==> config.mk <==
export PLATFORM = sky130hd
export DESIGN_NAME = mem_responder
export DESIGN_NICKNAME = d
export VERILOG_FILES = /design/src/rtl/mem_responder_pkg.sv /design/src/rtl/mem_responder_event_counter.sv /design/src/rtl/mem_responder.sv
export SDC_FILE = /design/constraint.sdc
export NUM_CORES = 1
export LEC_CHECK = 0
export CORE_ASPECT_RATIO = 1.25
export CORE_UTILIZATION = 45
export DETAILED_ROUTE_END_ITERATION = 16
export PLACE_DENSITY_LB_ADDON = 0.15
export SLEW_MARGIN = 10
export SYNTH_ARGS = -nofsm -noshare
export SYNTH_HDL_FRONTEND = slang
export SYNTH_SLANG_ARGS = --single-unit
==> constraint.sdc <==
create_clock -name clk_i -period 3.55 [get_ports clk_i]
set_input_delay 0.5325 -clock clk_i [delete_from_list [all_inputs] [get_ports clk_i]]
set_output_delay 0.5325 -clock clk_i [all_outputs]
set_load 0.01 [all_outputs]
==> src/rtl/mem_responder_pkg.sv <==
// Shared definitions for the memory responder.
//   - state_e : responder FSM encoding (idle, RAM access, read capture, response)
//   - CntW    : width of the wrapping event counters
package mem_responder_pkg;

   typedef enum logic [1:0] {
      StIdle    = 2'd0,
      StAccess  = 2'd1,
      StCapture = 2'd2,
      StResp    = 2'd3
   } state_e;

   localparam int unsigned CntW = 16;

endpackage

==> src/rtl/mem_responder_event_counter.sv <==
// Wrapping event counter with increment enable.
// Ports:
//   clk_i   : clock
//   rst_ni  : asynchronous active-low reset, clears the count
//   inc_i   : add one to the count on the next rising edge
//   count_o : current count, wraps from all-ones to zero
module mem_responder_event_counter
   import mem_responder_pkg::*;
(
   input  logic            clk_i,
   input  logic            rst_ni,
   input  logic            inc_i,
   output logic [CntW-1:0] count_o
);

   logic [CntW-1:0] count_q, count_d;

   always_comb begin
      count_d = count_q;
      if (inc_i) begin
         count_d = count_q + CntW'(1);
      end
   end

   always_ff @(posedge clk_i or negedge rst_ni) begin
      if (!rst_ni) begin
         count_q <= '0;
      end else begin
         count_q <= count_d;
      end
   end

   assign count_o = count_q;

endmodule

==> src/rtl/mem_responder.sv <==
// Memory-side responder: accepts one read/write request at a time over a valid/ready
// handshake, performs it on a synchronous single-port RAM and returns the result on a
// response valid/ready channel. Out-of-range addresses return an error without touching
// the RAM. Completed reads, writes and errors are counted.
// Ports:
//   clk_i, rst_ni                  : clock, asynchronous active-low reset
//   req_valid_i / req_ready_o      : request handshake (ready only while idle)
//   req_we_i, req_addr_i,
//   req_wdata_i                    : request type, address and write data
//   rsp_valid_o / rsp_ready_i      : response handshake
//   rsp_rdata_o, rsp_err_o         : read data (write data echoed for writes), range error
//   mem_we_o, mem_addr_o,
//   mem_din_o, mem_dout_i          : RAM port; mem_dout_i valid one cycle after the address
//   rd_count_o, wr_count_o,
//   err_count_o                    : wrapping completion counters
module mem_responder
   import mem_responder_pkg::*;
#(
   parameter int unsigned SIZE   = 16,
   parameter int unsigned ADDR_W = 10,
   parameter int unsigned DEPTH  = 1024
) (
   input  logic              clk_i,
   input  logic              rst_ni,
   input  logic              req_valid_i,
   output logic              req_ready_o,
   input  logic              req_we_i,
   input  logic [ADDR_W-1:0] req_addr_i,
   input  logic [SIZE-1:0]   req_wdata_i,
   output logic              rsp_valid_o,
   input  logic              rsp_ready_i,
   output logic [SIZE-1:0]   rsp_rdata_o,
   output logic              rsp_err_o,
   output logic              mem_we_o,
   output logic [ADDR_W-1:0] mem_addr_o,
   output logic [SIZE-1:0]   mem_din_o,
   input  logic [SIZE-1:0]   mem_dout_i,
   output logic [CntW-1:0]   rd_count_o,
   output logic [CntW-1:0]   wr_count_o,
   output logic [CntW-1:0]   err_count_o
);

   state_e            state_q, state_d;
   logic              we_q, we_d;
   logic [ADDR_W-1:0] mem_addr_q, mem_addr_d;
   logic [SIZE-1:0]   mem_din_q, mem_din_d;
   logic [SIZE-1:0]   rsp_rdata_q, rsp_rdata_d;
   logic              rsp_err_q, rsp_err_d;

   logic addr_err;
   logic rsp_done;

   assign addr_err = (32'(req_addr_i) >= DEPTH);

   always_comb begin
      state_d     = state_q;
      we_d        = we_q;
      mem_addr_d  = mem_addr_q;
      mem_din_d   = mem_din_q;
      rsp_rdata_d = rsp_rdata_q;
      rsp_err_d   = rsp_err_q;

      unique case (state_q)
         StIdle: begin
            if (req_valid_i) begin
               we_d = req_we_i;
               if (addr_err) begin
                  state_d     = StResp;
                  rsp_err_d   = 1'b1;
                  rsp_rdata_d = '0;
               end else begin
                  // The RAM-facing registers double as the latched request, so mem_addr
                  // and mem_din only move when a valid access is accepted.
                  state_d    = StAccess;
                  mem_addr_d = req_addr_i;
                  if (req_we_i) begin
                     mem_din_d = req_wdata_i;
                  end
               end
            end
         end
         StAccess: begin
            if (we_q) begin
               state_d     = StResp;
               rsp_rdata_d = mem_din_q;
               rsp_err_d   = 1'b0;
            end else begin
               state_d = StCapture;
            end
         end
         StCapture: begin
            state_d     = StResp;
            rsp_rdata_d = mem_dout_i;
            rsp_err_d   = 1'b0;
         end
         StResp: begin
            if (rsp_ready_i) begin
               state_d = StIdle;
            end
         end
         default: begin
            state_d = StIdle;
         end
      endcase
   end

   always_ff @(posedge clk_i or negedge rst_ni) begin
      if (!rst_ni) begin
         state_q <= StIdle;
      end else begin
         state_q <= state_d;
      end
   end

   always_ff @(posedge clk_i or negedge rst_ni) begin
      if (!rst_ni) begin
         we_q        <= 1'b0;
         mem_addr_q  <= '0;
         mem_din_q   <= '0;
         rsp_rdata_q <= '0;
         rsp_err_q   <= 1'b0;
      end else begin
         we_q        <= we_d;
         mem_addr_q  <= mem_addr_d;
         mem_din_q   <= mem_din_d;
         rsp_rdata_q <= rsp_rdata_d;
         rsp_err_q   <= rsp_err_d;
      end
   end

   // Decoded straight from the state register so a reset drops them without waiting
   // for a clock edge.
   assign req_ready_o = (state_q == StIdle);
   assign rsp_valid_o = (state_q == StResp);
   assign mem_we_o    = (state_q == StAccess) && we_q;

   assign mem_addr_o  = mem_addr_q;
   assign mem_din_o   = mem_din_q;
   assign rsp_rdata_o = rsp_rdata_q;
   assign rsp_err_o   = rsp_err_q;

   assign rsp_done = rsp_valid_o && rsp_ready_i;

   mem_responder_event_counter u_rd_cnt (
      .clk_i   (clk_i),
      .rst_ni  (rst_ni),
      .inc_i   (rsp_done && !rsp_err_q && !we_q),
      .count_o (rd_count_o)
   );

   mem_responder_event_counter u_wr_cnt (
      .clk_i   (clk_i),
      .rst_ni  (rst_ni),
      .inc_i   (rsp_done && !rsp_err_q && we_q),
      .count_o (wr_count_o)
   );

   mem_responder_event_counter u_err_cnt (
      .clk_i   (clk_i),
      .rst_ni  (rst_ni),
      .inc_i   (rsp_done && rsp_err_q),
      .count_o (err_count_o)
   );

endmodule

==> flow_summary_export.csv, run 1 <==
group,metric,value,unit
status,outcome,"completed",
worst_setup_path,startpoint,"state_q[1]",
sta,finalSetupTns,0,ns
synthesis,syn-cell-area,3490,um^2
clock_tree,clkLatencyLatePin,0.34,ns
finish,diodes,0,
route,ant_nets,0,
floorplan,fp.dieH,100,um
place,dp_hpwl,5260,um
sta,setup_violations,0,
sta,rsz0062_at_grt,"no",
worst_setup_path,crit_fanout,4,
clock_tree,cts_buffers,9,
route,drcViolationCount,0,
route,wl_met2,3720,um
route,first_pass_iters,4,
floorplan,start_util,46.8,%
clock_tree,ctsResizeCount,0,
sta,hold_viol_final,0,
clock_tree,cts_sinks,77,
synthesis,syn_inst,291,
sta,slew_headroom,35.7,%
floorplan,rows,35,
hold_path,hold_class,"input port to async pin",
power,finalPower,3.61,mW
synthesis,synth_edf_count,0,
route,wirelength,7320,um
synthesis,yosysMostFrequentCell,"dfrtp_1",
worst_setup_path,worstSetupPathType,"flip-flop to output pin",
finish,layout.nets,472,
global_route,grt_pass1_wl,12100,um
clock_tree,path_clk_slew,0.08,ns
global_route,antenna_found_initial,0,
route,first_iter_violations,86,
worst_setup_path,rr_worst_depth,6,
synthesis,synth.avg_cell_area,12.0,um^2
sta,fin_crit_sh,66.1,%
synthesis,synth_top_area_cell,"dfrtp_1",
sta,finalCriticalPeriod,2.35,ns
route,routed.top_layer,"met4",
synthesis,synth_flop_cell,"dfrtp_1",
finish,drive_above_1_share,11.8,%
worst_setup_path,cp-start-kind,"flip-flop",
clock_tree,holdBufCountCts,0,
sta,skew,0.00677,ns
synthesis,synth.distinct_cells,32,
synthesis,yosysSeqAreaShare,55.3,%
route,wl_per_cell,14.2,um
sta,fmax,426,MHz
route,vias,2545,
worst_setup_path,rr_startpoint,"state_q[0]",
global_route,grt_usage,19.7,%
synthesis,synthTopCellsByCount,"77 x dfrtp_1, 36 x nand2_1, 24 x xnor2_1",
worst_setup_path,cp-end-kind,"output pin",
floorplan,dieArea,8110,um^2
synthesis,ys_ff_latch,77,
clock_tree,cts_tree,"yes",
floorplan,ios,141,
worst_setup_path,crit_arrival,1.81,ns
clock_tree,postCtsSetupRepairBufs,0,
floorplan,core,7440,um^2
power,powerDensity,728,nW/um^2
clock_tree,cts-root-buf,"clkbuf_8",
global_route,grt_max_degree,78,
route,viasPerCell,4.94,
power,peakVddDrop,529,uV
synthesis,synth_warnings,0,
synthesis,synth_top_area_share,55.3,%
worst_setup_path,cp.required,3.02,ns
synthesis,netlist_top_cells_area,"dfrtp_1 55%, mux2_2 7.1%, xnor2_1 6.0%, mux2i_1 4.6%, nand2_1 3.9%",
floorplan,die_w,80.7,um
sta,tightest_slew,0.964,ns
place,io_buffer_count,123,
place,gp_congestion,0.748,
route,wl_met1,2910,um
run,maxCapViolCount,0,
global_route,grt_pass1_vias,2580,
global_route,overflow,0,
finish,areaGrowthSynthToFinish,42.2,%
clock_tree,htreeDepth,3,
clock_tree,cts_buffer_depth,2,
power,p_leak,2.14,nW
synthesis,async_reset_ff_share,100,%
sta,timing.final.max_slew_violations,0,
route,met3_length,551,um
-- worst max-delay path: stages (launching register included) --
cell	delay (ns)
dfrtp_1	0.41
inv_1	0.13
ha_1	0.17
and2_1	0.19
clkdlybuf4s50_1	0.57
-- routing by layer --
layer  global-route usage, %  vias up
met5                       0        -
li1                        -     1207
met1                    22.6     1237
met4                    9.20        0
met3                    6.73       11
met2                    32.9       90
-- kinds of logic after synthesis --
family,after synthesis,synth area share (%)
muxes,43,13.3
other,1,0.108
adders and majority gates,6,2.15
DFF,77,55.3
xor gates and xnor gates,30,7.53
buffers and inverters,30,5.27
and+or+nand+nor,83,13.2
AOI/OAI and AO/OA,21,3.19
-- cell usage in the layout (no fill, tap or decap), drive strengths merged --
cell | Yosys | routed
clkinvlp | 0 | 1
inv | 6 | 6
nand2 | 36 | 36
o21ai | 17 | 17
dfrtp | 77 | 77
nand3 | 14 | 14
a21oi | 3 | 3
nand4 | 10 | 10
and3 | 1 | 1
nor2b | 1 | 1
clkbuf | 1 | 11
clkdlybuf4s50 | 0 | 122
clkinv | 0 | 1
ha | 6 | 6
a21o | 1 | 1
and2 | 4 | 4
conb | 1 | 17
mux2 | 27 | 27
xnor2 | 24 | 24
nor2 | 10 | 10
xor2 | 6 | 6
nor4 | 1 | 1
nand3b | 1 | 1
bufinv | 0 | 2
mux2i | 16 | 16
buf | 23 | 3
nor3 | 5 | 5
-- through the flow --
step	hold slack [ns]	setup WS (ns)	util (%)	area, um^2	cells
finish	0.337	1.20	66.6	4960	515
global route	0.407	1.10	66.6	4960	515
CTS	0.385	1.18	66.6	4960	515
detailed placement	0.469	1.47	63.7	4740	500
global placement	0.460	1.51	63.7	4740	500
floorplan	0.237	1.92	-	3550	307
-- path summary, 6_finish.rpt --
kind	end	slack (ns)
setup / recovery	mem_we_o	1.20
hold / removal	rsp_rdata_o[2]	0.34
setup reg to reg	rsp_rdata_o[7]	1.54
hold reg to reg	u_wr_cnt.count_o[15]	0.48
max in group asynchronous	rsp_rdata_o[5]	2.57
min in group clk_i	u_wr_cnt.count_o[15]	0.48
-- registers in the layout (all words and copies together) (netlist names) --
signal / cells
u_rd_cnt.count_o: 16
mem_addr_o: 10
state_q: 2
u_wr_cnt.count_o: 16
mem_din_o: 16
we_q: 1
rsp_rdata_o: 16
-- cell type report --
cell class	count	area, um^2
clock buffers	11	141
clock inverters	4	72.6
fillers	616	2490
inverters	6	22.5
multi-input cells	200	1440
flip-flops and latches	77	1930
well taps	92	115
repair buffers	125	1240
-- report_power, final --
group | switching [mW] | internal, mW
logic | 0.650 | 0.857
registers | 0.218 | 1.17
clock network | 0.303 | 0.410
Note: power is estimated with default switching activity, not from simulation.
==> inputs of run 2 (changes only) <==
--- a/config.mk
+++ b/config.mk
@@ -6,7 +6,7 @@
 export NUM_CORES = 1
 export LEC_CHECK = 0
 export CORE_ASPECT_RATIO = 1.25
-export CORE_UTILIZATION = 45
+export CORE_UTILIZATION = 43
 export DETAILED_ROUTE_END_ITERATION = 16
 export PLACE_DENSITY_LB_ADDON = 0.15
 export SLEW_MARGIN = 10
==> constraint.sdc (replaced) <==
create_clock -name clk_i -period 2.2 [get_ports clk_i]
set_input_delay 0.33 -clock clk_i [delete_from_list [all_inputs] [get_ports clk_i]]
set_output_delay 0.33 -clock clk_i [all_outputs]
set_load 0.01 [all_outputs]
==> run 2 against run 1 <==
Compared with the run above: worst hold slack improved by 0.14 ns; clock skew increased by 0.0029 ns; register-to-register slack got worse by 1.0 ns; global-route usage decreased by 1.8 points; via count decreased by 0.16%; die area is 4.5% higher; critical path type unchanged; sequential share of layout area fell by 0.56 points; sequential cell count did not move; wire length decreased by 1.8%.
==> flow_summary_export.csv, run 2 (synthesized netlist as in run 1, its figures left out) <==
group,metric,value,unit
global_route,grt_busiest_layer,"met2",
power,p_leak,2.18,nW
worst_setup_path,crit_arrival,1.75,ns
sta,hold_viol_final,0,
place,postPlaceCellArea,4780,um^2
clock_tree,cts_buffer_depth,2,
hold_path,holdPathStages,1,
run,maxCapViolCount,0,
finish,layout.nets,476,
clock_tree,path_clk_slew,0.08,ns
floorplan,rows,36,
sta,rsz0062_at_grt,"no",
sta,finalSetupTns,0,ns
route,ant_nets,0,
sta,timing.final.max_slew_violations,0,
worst_setup_path,crit_fanout,7,
clock_tree,cts_tree,"yes",
floorplan,fp.dieH,103,um
worst_setup_path,critPathSlowestCell,"clkdlybuf4s50_1",
clock_tree,cts_sinks,77,
status,outcome,"completed",
finish,multi_input_area,1440,um^2
route,drcViolationCount,0,
power,finalPower,5.94,mW
clock_tree,clkLatencyLatePin,0.35,ns
finish,diodes,0,
place,io_buffer_count,123,
finish,fin_cells,521,
finish,mostFrequentLayoutCell,"clkdlybuf4s50_1",
global_route,grt_use_met3,6.64,%
clock_tree,cts_buffers,9,
finish,layout_common_cells,"121 x clkdlybuf4s50_1, 77 x dfrtp_1, 36 x nand2_1",
route,vias,2541,
global_route,antenna_found_initial,0,
finish,register_area,1930,um^2
clock_tree,cts-root-buf,"clkbuf_8",
sta,finalCriticalPeriod,2.08,ns
global_route,grt_pass1_wl,11400,um
worst_setup_path,cp-start-kind,"flip-flop",
floorplan,die_w,82.5,um
hold_path,hold_class,"flip-flop to flip-flop",
sta,setup_violations,0,
worst_setup_path,cp-end-kind,"output pin",
route,first_iter_violations,75,
finish,fillers,664,
sta,slew_headroom,65.5,%
power,powerDensity,1180,nW/um^2
clock_tree,htreeDepth,3,
sta,tightest_slew,0.517,ns
global_route,grt_max_degree,41,
sta,skew,0.00965,ns
global_route,overflow,0,
finish,areaGrowthSynthToFinish,44.3,%
floorplan,core,7840,um^2
worst_setup_path,worstSetupPathType,"flip-flop to output pin",
worst_setup_path,max_stage_delay,0.63,ns
clock_tree,postCtsSetupRepairBufs,0,
worst_setup_path,rr_worst_depth,4,
finish,fin_util,64.2,%
global_route,grt_util_met1,20.5,%
finish,design_area,5030,um^2
route,viasPerCell,4.88,
floorplan,ios,141,
worst_setup_path,path_cells,"ha_1 -> clkdlybuf4s50_1",
sta,fin_crit_sh,94.5,%
place,gp_congestion,0.723,
global_route,grt_usage,18.0,%
route,first_pass_iters,4,
sta,fmax,481,MHz
floorplan,start_util,44.5,%
finish,drive_above_1_share,12.4,%
floorplan,dieArea,8480,um^2
global_route,grt_pass1_vias,2512,
worst_setup_path,cp.required,1.87,ns
global_route,use_met2,29.2,%
route,wirelength,7190,um
place,dpl.cell_count,506,
route,wl_per_cell,13.8,um
place,dp_hpwl,5200,um
power,peakVddDrop,702,uV
[run 2: cell types whose count changed in the layout (fill, tap and decap cells not counted)]
cell	before	now
dlymetal6s2s_1	0	1
clkdlybuf4s50_1	122	121
dlygate4sd3_1	0	1
clkinv_2	1	0
clkbuf_1	1	0
bufinv_16	2	3
buf_4	3	5
buf_12	0	1
[run 2: stage by stage]
step / hold WS, ns / setup WS [ns]
4_1_cts: 0.478 / 0.0567
6_report: 0.477 / 0.122
5_1_grt: 0.499 / 0.0177
2_1_floorplan: 0.0344 / 0.572
3_3_place_gp: 0.349 / 0.352
3_5_place_dp: 0.344 / 0.320
[run 2: layout make-up]
cell class | count | area share (%)
Sequential cell | 77 | 38.3
Multi-Input combinational cell | 200 | 28.6
Clock inverter | 4 | 1.94
Inverter | 6 | 0.448
Tap cell | 95 | 2.36
Timing Repair Buffer | 129 | 25.7
Clock buffer | 10 | 2.74
[run 2: power breakdown]
part,total (mW),switching (mW),internal (mW)
registers,2.23,0.343,1.89
clock network,1.28,0.505,0.772
logic,2.43,1.04,1.39
total,5.94,1.89,4.05
[run 2: worst paths after layout]
path,startpoint,endpoint,slack [ns]
max reg2reg,state_q[0],mem_addr_o[6],0.54
min reg2reg,u_wr_cnt.count_o[15],u_wr_cnt.count_o[15],0.48
min in group asynchronous,rst_ni,u_wr_cnt.count_o[12],0.50
max,state_q[0],rsp_valid_o,0.12
max in group asynchronous,rst_ni,rsp_rdata_o[10],1.13
min,u_wr_cnt.count_o[15],u_wr_cnt.count_o[15],0.48
[run 2: repair_timing]
action	4_1_cts	5_1_grt
endpoints found under the hold margin	38	0
gates resized for setup	0	1
hold buffers	1	0
endpoints found under the setup margin	0	1
[run 2: worst max-delay path, delay by kind of cell (launching register included)]
kind,cells,cell delay [ns]
buffers and inverters,1,0.63
flip-flops,1,0.41
adder cells (fa/ha/maj),1,0.38
[run 2: per-layer routing]
layer | vias to the layer above | share of wire [%]
li1 | 1212 | -
met1 | 1218 | 40
met2 | 97 | 49
met3 | 14 | 8.3
met4 | 0 | 2.4
met5 | - | 0
